==> src/rtl/turn_scheduler_if.sv <==
// Handshake/bus bundle between the 1A2B turn scheduler and its front end, scorer and display.
// The slave modport is the scheduler's view; the master modport is the surrounding system's view.
interface turn_scheduler_if;
  logic        start;
  logic        guess_valid;
  logic [15:0] guess_in;
  logic        ack;
  logic [2:0]  score_a;
  logic [2:0]  score_b;
  logic [15:0] score_guess;
  logic        player;
  logic [3:0]  tries_left0;
  logic [3:0]  tries_left1;
  logic [5:0]  time_left;
  logic [2:0]  last_a;
  logic [2:0]  last_b;
  logic        result_valid;
  logic        reject;
  logic [1:0]  winner;
  logic        busy;

  modport slave (
    input  start, guess_valid, guess_in, ack, score_a, score_b,
    output score_guess, player, tries_left0, tries_left1, time_left,
           last_a, last_b, result_valid, reject, winner, busy
  );

  modport master (
    output start, guess_valid, guess_in, ack, score_a, score_b,
    input  score_guess, player, tries_left0, tries_left1, time_left,
           last_a, last_b, result_valid, reject, winner, busy
  );
endinterface

==> src/rtl/turn_scheduler.sv <==
// Two-player 1A2B round controller: turn taking, attempt budgets, result latching, winner.
// Optional per-turn countdown with timeout forfeits is built when TURN_TIMER_EN is defined.
module turn_scheduler #(
  parameter int MAX_TRIES = 8,
  parameter int TURN_SECS = 30,
  parameter int TICK_DIV  = 100000000
) (
  input  logic            clk,
  input  logic            rst,
  turn_scheduler_if.slave bus
);

  typedef enum logic [2:0] {
    S_IDLE   = 3'd0,
    S_TURN   = 3'd1,
    S_SCORE  = 3'd2,
    S_RESULT = 3'd3,
    S_OVER   = 3'd4
  } state_t;

  if (MAX_TRIES < 1 || MAX_TRIES > 15 || TURN_SECS < 1 || TURN_SECS > 63 || TICK_DIV < 2) begin : g_param_check
    $error("turn_scheduler: parameter out of range");
  end

  localparam logic [3:0] TRIES_INIT = 4'(MAX_TRIES);
  localparam logic [5:0] SECS_INIT  = 6'(TURN_SECS);

  // A guess is legal only with four decimal digits, all distinct.
  function automatic logic guess_ok(input logic [15:0] g);
    logic ok;
    ok = 1'b1;
    for (int i = 0; i < 4; i++) begin
      if (g[i*4 +: 4] > 4'd9) ok = 1'b0;
      for (int j = i + 1; j < 4; j++) begin
        if (g[i*4 +: 4] == g[j*4 +: 4]) ok = 1'b0;
      end
    end
    return ok;
  endfunction

  state_t      state_q, state_d;
  logic [15:0] score_guess_q, score_guess_d;
  logic        player_q, player_d;
  logic [3:0]  tries0_q, tries0_d, tries1_q, tries1_d;
  logic [2:0]  last_a_q, last_a_d, last_b_q, last_b_d;
  logic        result_valid_q, result_valid_d;
  logic        reject_q, reject_d;
  logic [1:0]  winner_q, winner_d;
  logic        busy_q, busy_d;
  logic        forfeit_q, forfeit_d;
  logic        legal_s, timeout_s;
  logic [3:0]  dec0_s, dec1_s;

`ifdef TURN_TIMER_EN
  localparam int            TW        = $clog2(TICK_DIV);
  localparam logic [TW-1:0] TICK_LAST = TW'(TICK_DIV - 1);
  logic [TW-1:0] tick_q, tick_d;
  logic [5:0]    time_q, time_d;
  assign timeout_s     = (time_q == 6'd0);
  assign bus.time_left = time_q;
`else
  assign timeout_s     = 1'b0;
  assign bus.time_left = 6'd0;
`endif

  assign legal_s = guess_ok(bus.guess_in);
  // Attempts of the player being scored, saturating so an empty budget never wraps.
  assign dec0_s  = (!player_q && tries0_q != 4'd0) ? tries0_q - 4'd1 : tries0_q;
  assign dec1_s  = ( player_q && tries1_q != 4'd0) ? tries1_q - 4'd1 : tries1_q;

  // Next-state and next-output computation for the round FSM.
  always_comb begin
    state_d        = state_q;
    score_guess_d  = score_guess_q;
    player_d       = player_q;
    tries0_d       = tries0_q;
    tries1_d       = tries1_q;
    last_a_d       = last_a_q;
    last_b_d       = last_b_q;
    result_valid_d = 1'b0;
    reject_d       = 1'b0;
    winner_d       = winner_q;
    forfeit_d      = forfeit_q;
`ifdef TURN_TIMER_EN
    tick_d         = tick_q;
    time_d         = time_q;
`endif
    case (state_q)
      S_IDLE: begin
        if (bus.start) begin
          state_d   = S_TURN;
          player_d  = 1'b0;
          tries0_d  = TRIES_INIT;
          tries1_d  = TRIES_INIT;
          winner_d  = 2'd0;
          forfeit_d = 1'b0;
`ifdef TURN_TIMER_EN
          tick_d    = '0;
          time_d    = SECS_INIT;
`endif
        end else begin
          state_d = S_IDLE;
        end
      end
      S_TURN: begin
        reject_d = bus.guess_valid && !legal_s;
        if (bus.guess_valid && legal_s) begin
          score_guess_d = bus.guess_in;
          forfeit_d     = 1'b0;
          state_d       = S_SCORE;
        end else if (timeout_s) begin
          forfeit_d = 1'b1;
          state_d   = S_SCORE;
        end else begin
          state_d = S_TURN;
`ifdef TURN_TIMER_EN
          if (tick_q == TICK_LAST) begin
            tick_d = '0;
            time_d = (time_q == 6'd0) ? 6'd0 : time_q - 6'd1;
          end else begin
            tick_d = tick_q + TW'(1);
          end
`endif
        end
      end
      S_SCORE: begin
        result_valid_d = 1'b1;
        tries0_d       = dec0_s;
        tries1_d       = dec1_s;
        if (forfeit_q) begin
          last_a_d = 3'd0;
          last_b_d = 3'd0;
        end else begin
          last_a_d = bus.score_a;
          last_b_d = bus.score_b;
        end
        if (!forfeit_q && bus.score_a == 3'd4) begin
          winner_d = player_q ? 2'd2 : 2'd1;
          state_d  = S_OVER;
        end else if (dec0_s == 4'd0 && dec1_s == 4'd0) begin
          winner_d = 2'd3;
          state_d  = S_OVER;
        end else begin
          state_d = S_RESULT;
        end
      end
      S_RESULT: begin
        if (bus.ack) begin
          // Hand over only if the opponent still has attempts left.
          player_d  = (player_q ? tries0_q : tries1_q) != 4'd0 ? ~player_q : player_q;
          forfeit_d = 1'b0;
          state_d   = S_TURN;
`ifdef TURN_TIMER_EN
          tick_d    = '0;
          time_d    = SECS_INIT;
`endif
        end else begin
          state_d = S_RESULT;
        end
      end
      S_OVER: begin
        if (bus.ack) begin
          state_d = S_IDLE;
        end else begin
          state_d = S_OVER;
        end
      end
      default: begin
        state_d = S_IDLE;
      end
    endcase
    busy_d = (state_d != S_IDLE);
  end

  // State and registered outputs.
  always_ff @(posedge clk or posedge rst) begin
    if (rst) begin
      state_q        <= S_IDLE;
      score_guess_q  <= 16'heeee;
      player_q       <= 1'b0;
      tries0_q       <= TRIES_INIT;
      tries1_q       <= TRIES_INIT;
      last_a_q       <= 3'd0;
      last_b_q       <= 3'd0;
      result_valid_q <= 1'b0;
      reject_q       <= 1'b0;
      winner_q       <= 2'd0;
      busy_q         <= 1'b0;
      forfeit_q      <= 1'b0;
`ifdef TURN_TIMER_EN
      tick_q         <= '0;
      time_q         <= SECS_INIT;
`endif
    end else begin
      state_q        <= state_d;
      score_guess_q  <= score_guess_d;
      player_q       <= player_d;
      tries0_q       <= tries0_d;
      tries1_q       <= tries1_d;
      last_a_q       <= last_a_d;
      last_b_q       <= last_b_d;
      result_valid_q <= result_valid_d;
      reject_q       <= reject_d;
      winner_q       <= winner_d;
      busy_q         <= busy_d;
      forfeit_q      <= forfeit_d;
`ifdef TURN_TIMER_EN
      tick_q         <= tick_d;
      time_q         <= time_d;
`endif
    end
  end

  assign bus.score_guess  = score_guess_q;
  assign bus.player       = player_q;
  assign bus.tries_left0  = tries0_q;
  assign bus.tries_left1  = tries1_q;
  assign bus.last_a       = last_a_q;
  assign bus.last_b       = last_b_q;
  assign bus.result_valid = result_valid_q;
  assign bus.reject       = reject_q;
  assign bus.winner       = winner_q;
  assign bus.busy         = busy_q;

endmodule

==> src/flat_wrapper.sv <==
// flat-port wrapper written by rule: the top's interface ports become plain ports
module turn_scheduler_flat 
#(
  parameter int MAX_TRIES = 8,
  parameter int TURN_SECS = 30,
  parameter int TICK_DIV  = 100000000
)
  (clk, rst, bus_start, bus_guess_valid, bus_guess_in, bus_ack, bus_score_a, bus_score_b, bus_score_guess, bus_player, bus_tries_left0, bus_tries_left1, bus_time_left, bus_last_a, bus_last_b, bus_result_valid, bus_reject, bus_winner, bus_busy);
  turn_scheduler_if bus_i ();
  input  logic clk;
  input  logic rst;
  input wire logic [$bits(bus_i.start)-1:0] bus_start;
  input wire logic [$bits(bus_i.guess_valid)-1:0] bus_guess_valid;
  input wire logic [$bits(bus_i.guess_in)-1:0] bus_guess_in;
  input wire logic [$bits(bus_i.ack)-1:0] bus_ack;
  input wire logic [$bits(bus_i.score_a)-1:0] bus_score_a;
  input wire logic [$bits(bus_i.score_b)-1:0] bus_score_b;
  output wire logic [$bits(bus_i.score_guess)-1:0] bus_score_guess;
  output wire logic [$bits(bus_i.player)-1:0] bus_player;
  output wire logic [$bits(bus_i.tries_left0)-1:0] bus_tries_left0;
  output wire logic [$bits(bus_i.tries_left1)-1:0] bus_tries_left1;
  output wire logic [$bits(bus_i.time_left)-1:0] bus_time_left;
  output wire logic [$bits(bus_i.last_a)-1:0] bus_last_a;
  output wire logic [$bits(bus_i.last_b)-1:0] bus_last_b;
  output wire logic [$bits(bus_i.result_valid)-1:0] bus_result_valid;
  output wire logic [$bits(bus_i.reject)-1:0] bus_reject;
  output wire logic [$bits(bus_i.winner)-1:0] bus_winner;
  output wire logic [$bits(bus_i.busy)-1:0] bus_busy;
  assign bus_i.start = bus_start;
  assign bus_i.guess_valid = bus_guess_valid;
  assign bus_i.guess_in = bus_guess_in;
  assign bus_i.ack = bus_ack;
  assign bus_i.score_a = bus_score_a;
  assign bus_i.score_b = bus_score_b;
  assign bus_score_guess = bus_i.score_guess;
  assign bus_player = bus_i.player;
  assign bus_tries_left0 = bus_i.tries_left0;
  assign bus_tries_left1 = bus_i.tries_left1;
  assign bus_time_left = bus_i.time_left;
  assign bus_last_a = bus_i.last_a;
  assign bus_last_b = bus_i.last_b;
  assign bus_result_valid = bus_i.result_valid;
  assign bus_reject = bus_i.reject;
  assign bus_winner = bus_i.winner;
  assign bus_busy = bus_i.busy;
  turn_scheduler #(.MAX_TRIES(MAX_TRIES), .TURN_SECS(TURN_SECS), .TICK_DIV(TICK_DIV)) u_core (.clk(clk), .rst(rst), .bus(bus_i));
endmodule
==> config.mk <==
export PLATFORM = sky130hd
export DESIGN_NAME = turn_scheduler_flat
export DESIGN_NICKNAME = d
export VERILOG_FILES = /design/src/rtl/turn_scheduler_if.sv /design/src/rtl/turn_scheduler.sv /design/src/flat_wrapper.sv
export SDC_FILE = /design/constraint.sdc
export NUM_CORES = 1
export LEC_CHECK = 0
export BUFFER_PORTS_ARGS = -buffer_cell sky130_fd_sc_hd__buf_2
export CAP_MARGIN = 15
export CORE_ASPECT_RATIO = 0.8
export CORE_MARGIN = 1.5
export CORE_UTILIZATION = 55
export CTS_BUF_LIST = sky130_fd_sc_hd__clkbuf_4
export CTS_CLUSTER_DIAMETER = 60
export DETAILED_ROUTE_END_ITERATION = 8
export MAX_ROUTING_LAYER = met4
export PLACE_DENSITY = 0.85
export SLEW_MARGIN = 5
export SYNTH_ARGS = -nofsm -noshare
export SYNTH_HDL_FRONTEND = slang
export SYNTH_SLANG_ARGS = --single-unit
==> constraint.sdc <==
create_clock -name clk -period 5 [get_ports clk]
set_input_delay 0.5 -clock clk [delete_from_list [all_inputs] [get_ports clk]]
set_output_delay 0.5 -clock clk [all_outputs]
set_load 0.02 [all_outputs]
==> results.json <==
{
  "postPlaceCellArea_mm2": 0.00256,
  "cts_setup_buffers": 0,
  "cts_root_buffer": "sky130_fd_sc_hd__clkbuf_4",
  "ys_async_sr_fraction_pct": 100,
  "clock_tree_from_tritoncts": "done",
  "wl_per_cell_um": 13.8,
  "slew_headroom_pct": 44.4,
  "dieArea_mm2": 0.00449,
  "die_h_um": 60.3,
  "share_clk_of_total_power_pct": 11.8,
  "cts.repair.resized": 0,
  "first_drt_iteration_drcs": 97,
  "syn-mean-instance-area_um2": 10.1,
  "synthFlopType": "sky130_fd_sc_hd__dfrtp_1",
  "critPathCapture": "u_core.bus.score_guess[8]$_DFFE_PP0P_",
  "floorplan.initialDensity_pct": 58.5,
  "worst-endpoint-arrival_ps": 2770,
  "ff2ff_path_depth": 4,
  "hold_viol_final": 0,
  "maxSlewViolCount": 0,
  "boundaryPins": 69,
  "internal-power_w": 0.000802,
  "synth_top_cells_by_area": "sky130_fd_sc_hd__dfrtp_1, sky130_fd_sc_hd__dfstp_2, sky130_fd_sc_hd__xor2_1",
  "setup_viol": 0,
  "power.static_leakage_nw": 1.29,
  "end_kind": "flop",
  "vdd_drop_max_uv": 258,
  "grt.total_usage_pct": 23.5,
  "fp.coreArea_mm2": 0.00385,
  "rows": 20,
  "yosysTopAreaCell": "sky130_fd_sc_hd__dfrtp_1",
  "setup.worst_path.start_class": "input port",
  "comb_power_share_pct": 45.9,
  "grt_overflow": 0,
  "worst-path-max-fanout": 17,
  "period_utilisation_layout_pct": 51.1,
  "design_power_total_w": 0.00135,
  "buffer_ports.inserted": 62,
  "grt_max_degree": 40,
  "drive_above_1_share_pct": 37.9,
  "cts-hold-fix-buffers": 0,
  "crit_required_ps": 5210,
  "setup_repair_after_global_routing_missed_its_margin": "no",
  "post-route-cell-area_mm2": 0.00262,
  "clock_sink_count": 39,
  "max_freq_mhz": 391,
  "period_minus_slack_ps": 2560,
  "synthesis.area_mm2": 0.00225,
  "max_cap_viol_count": 0,
  "postSynthCellCount": 223,
  "setup_tns_ps": 0,
  "synth.yosys.warnings": 0,
  "holdCritPathClass": "input port to async pin",
  "total_wire_length_um": 4710,
  "final_net_count": 313,
  "power.net_switching_w": 0.000552,
  "detailedPlacementHpwl_um": 3570,
  "drt_pre_antenna_iters": 4,
  "worstReg2RegEnd": "u_core.bus.score_guess[8]$_DFFE_PP0P_",
  "grt_pass1_wl_um": 7600,
  "num_vias": 1818,
  "tightestPinTransition_ps": 835,
  "antenna_found_initial": 0,
  "switching_share_pct": 40.8,
  "die_w_um": 74.6,
  "seq_area_frac_synth_pct": 44.1,
  "post_synthesis_to_final_layout_area_growth_pct": 16.2,
  "synth_enable_flop_cells": 0,
  "place_congestion": 0.887,
  "first_global_vias": 1669,
  "yosysTopAreaCellShare_pct": 27.8,
  "power_per_cell_area_mw_per_mm2": 517,
  "number_of_antenna_repair_diodes": 0,
  "cts_buffer_depth": 2,
  "clkTransAtPathRegs_ps": 110,
  "drtAntennaViolNets": 0,
  "detail_route.vias_per_cell": 5.35,
  "h_tree_depth_reported_by_cts": 2,
  "reg_power_share_pct": 42.4,
  "critPathKind": "input port to flop",
  "fin_worst_skew_ps": 6.27,
  "outcome": "finished, final reports clean",
  "r2r-start": "u_core.state_q[0]$_DFF_PP0_",
  "synth.lib_cells_used.distinct": 47,
  "drc": 0,
  "cts_buffers": 5,
  "insertion_delay_ps": 320,
  "ff2ff_setup_slack_ps": 2710,
  "postSynthRegisterBits": 39,
  "cp-startpoint": "bus_guess_in[10]"
}
final cells by class:
type | count | area (um^2)
multi-input cells | 166 | 1150
fillers | 323 | 1240
clock inverters | 1 | 5.00
inverters | 9 | 33.8
clock buffers | 7 | 52.6
repair buffers | 63 | 318
flip-flops and latches | 39 | 993
well taps | 55 | 68.8
power groups by stage:
stage,logic [W],clock network (W),registers (W)
floorplan,0.000300,0,0.000708
global placement,0.000611,0,0.000574
detailed placement,0.000625,0,0.000576
CTS,0.000626,0.000166,0.000572
global route,0.000684,0.000181,0.000594
finish,0.000621,0.000159,0.000574
layer usage:
layer,vias to the layer above,share of wire [%],track usage (%)
met4,0,1.8,8.83
met1,837,48,33.8
li1,894,-,-
met2,78,44,32.4
met5,-,0,-
met3,9,6.9,5.23
synth_stat cells, drive strengths merged (4+ instances only):
cell type,number
buf,8
nor2b,4
inv,9
o21ai,11
clkbuf,6
xnor2,4
mux2i,5
a21oi,11
nor3,5
dfstp,14
nor4,5
nand4,4
xor2,20
nor2,9
nand2,29
mux2,16
dfrtp,25
worst min path at each step:
stage                                           from                                     to  slack (ps)  cells past startpoint
floorplan                u_core.state_q[0]$_DFF_PP0_            u_core.state_q[2]$_DFF_PP0_         460                      1
global placement    u_core.bus.last_a[0]$_DFFE_PP0P_       u_core.bus.last_a[0]$_DFFE_PP0P_         460                      2
detailed placement  u_core.bus.last_a[0]$_DFFE_PP0P_       u_core.bus.last_a[0]$_DFFE_PP0P_         460                      2
CTS                                              rst       u_core.bus.last_b[1]$_DFFE_PP0P_         260                      3
global route                                     rst  u_core.bus.tries_left1[2]$_DFFE_PP0P_         290                      3
finish                                           rst       u_core.bus.last_b[1]$_DFFE_PP0P_         250                      3
cell usage in the layout, fill, tap and decap left out, types with 3 or more instances in the layout:
| cell | n |
|---|---|
| sky130_fd_sc_hd__conb_1 | 6 |
| sky130_fd_sc_hd__nand2b_1 | 3 |
| sky130_fd_sc_hd__nor4_1 | 5 |
| sky130_fd_sc_hd__dfrtp_1 | 25 |
| sky130_fd_sc_hd__buf_2 | 62 |
| sky130_fd_sc_hd__mux2_4 | 9 |
| sky130_fd_sc_hd__xor2_1 | 20 |
| sky130_fd_sc_hd__mux2_2 | 7 |
| sky130_fd_sc_hd__nand4_1 | 4 |
| sky130_fd_sc_hd__nor2_1 | 9 |
| sky130_fd_sc_hd__nor3_1 | 5 |
| sky130_fd_sc_hd__nor2b_1 | 4 |
| sky130_fd_sc_hd__clkbuf_4 | 7 |
| sky130_fd_sc_hd__xnor2_1 | 4 |
| sky130_fd_sc_hd__nand2_1 | 29 |
| sky130_fd_sc_hd__dfstp_2 | 14 |
| sky130_fd_sc_hd__a21oi_1 | 11 |
| sky130_fd_sc_hd__o21ai_0 | 11 |
| sky130_fd_sc_hd__mux2i_1 | 5 |
| sky130_fd_sc_hd__inv_1 | 9 |
cell families after synthesis:
kind of cell,Yosys count,share of synthesized area (%)
other,1,0.166
AO/OA/AOI/OAI,38,10.6
multiplexers,21,11.7
adder cells (fa/ha/maj),2,1.11
buffers and inverters,23,5.89
AND/OR/NAND/NOR,75,17.1
XOR/XNOR,24,9.33
flip-flops,39,44.1
metrics by stage:
stage / hold slack, ps / instances / worst slack [ps] / util [%]
final: 254 / 340 / 2440 / 67.9
after CTS: 258 / 340 / 2460 / 67.9
after detailed placement: 459 / 332 / 2110 / 66.4
after floorplan: 456 / 228 / 2610 / -
after global routing: 288 / 340 / 2380 / 67.9
after global placement: 455 / 332 / 2200 / 66.4
state kept, by name, summed over array words and instances (netlist names):
register	flops
u_core.state_q	3
u_core.bus.last_b	3
u_core.bus.tries_left1	4
u_core.bus.reject	1
u_core.bus.score_guess	16
u_core.bus.player	1
u_core.bus.tries_left0	4
u_core.bus.result_valid	1
u_core.bus.last_a	3
u_core.bus.winner	2
u_core.bus.busy	1
worst max-delay path, stage by stage:
cell	delay, ps
sky130_fd_sc_hd__buf_2	140
sky130_fd_sc_hd__o21ai_0	200
sky130_fd_sc_hd__nand4_1	110
sky130_fd_sc_hd__or4_4	550
sky130_fd_sc_hd__or4_1	820
sky130_fd_sc_hd__mux2_4	440
No activity file was read; power rests on OpenSTA's default activity.
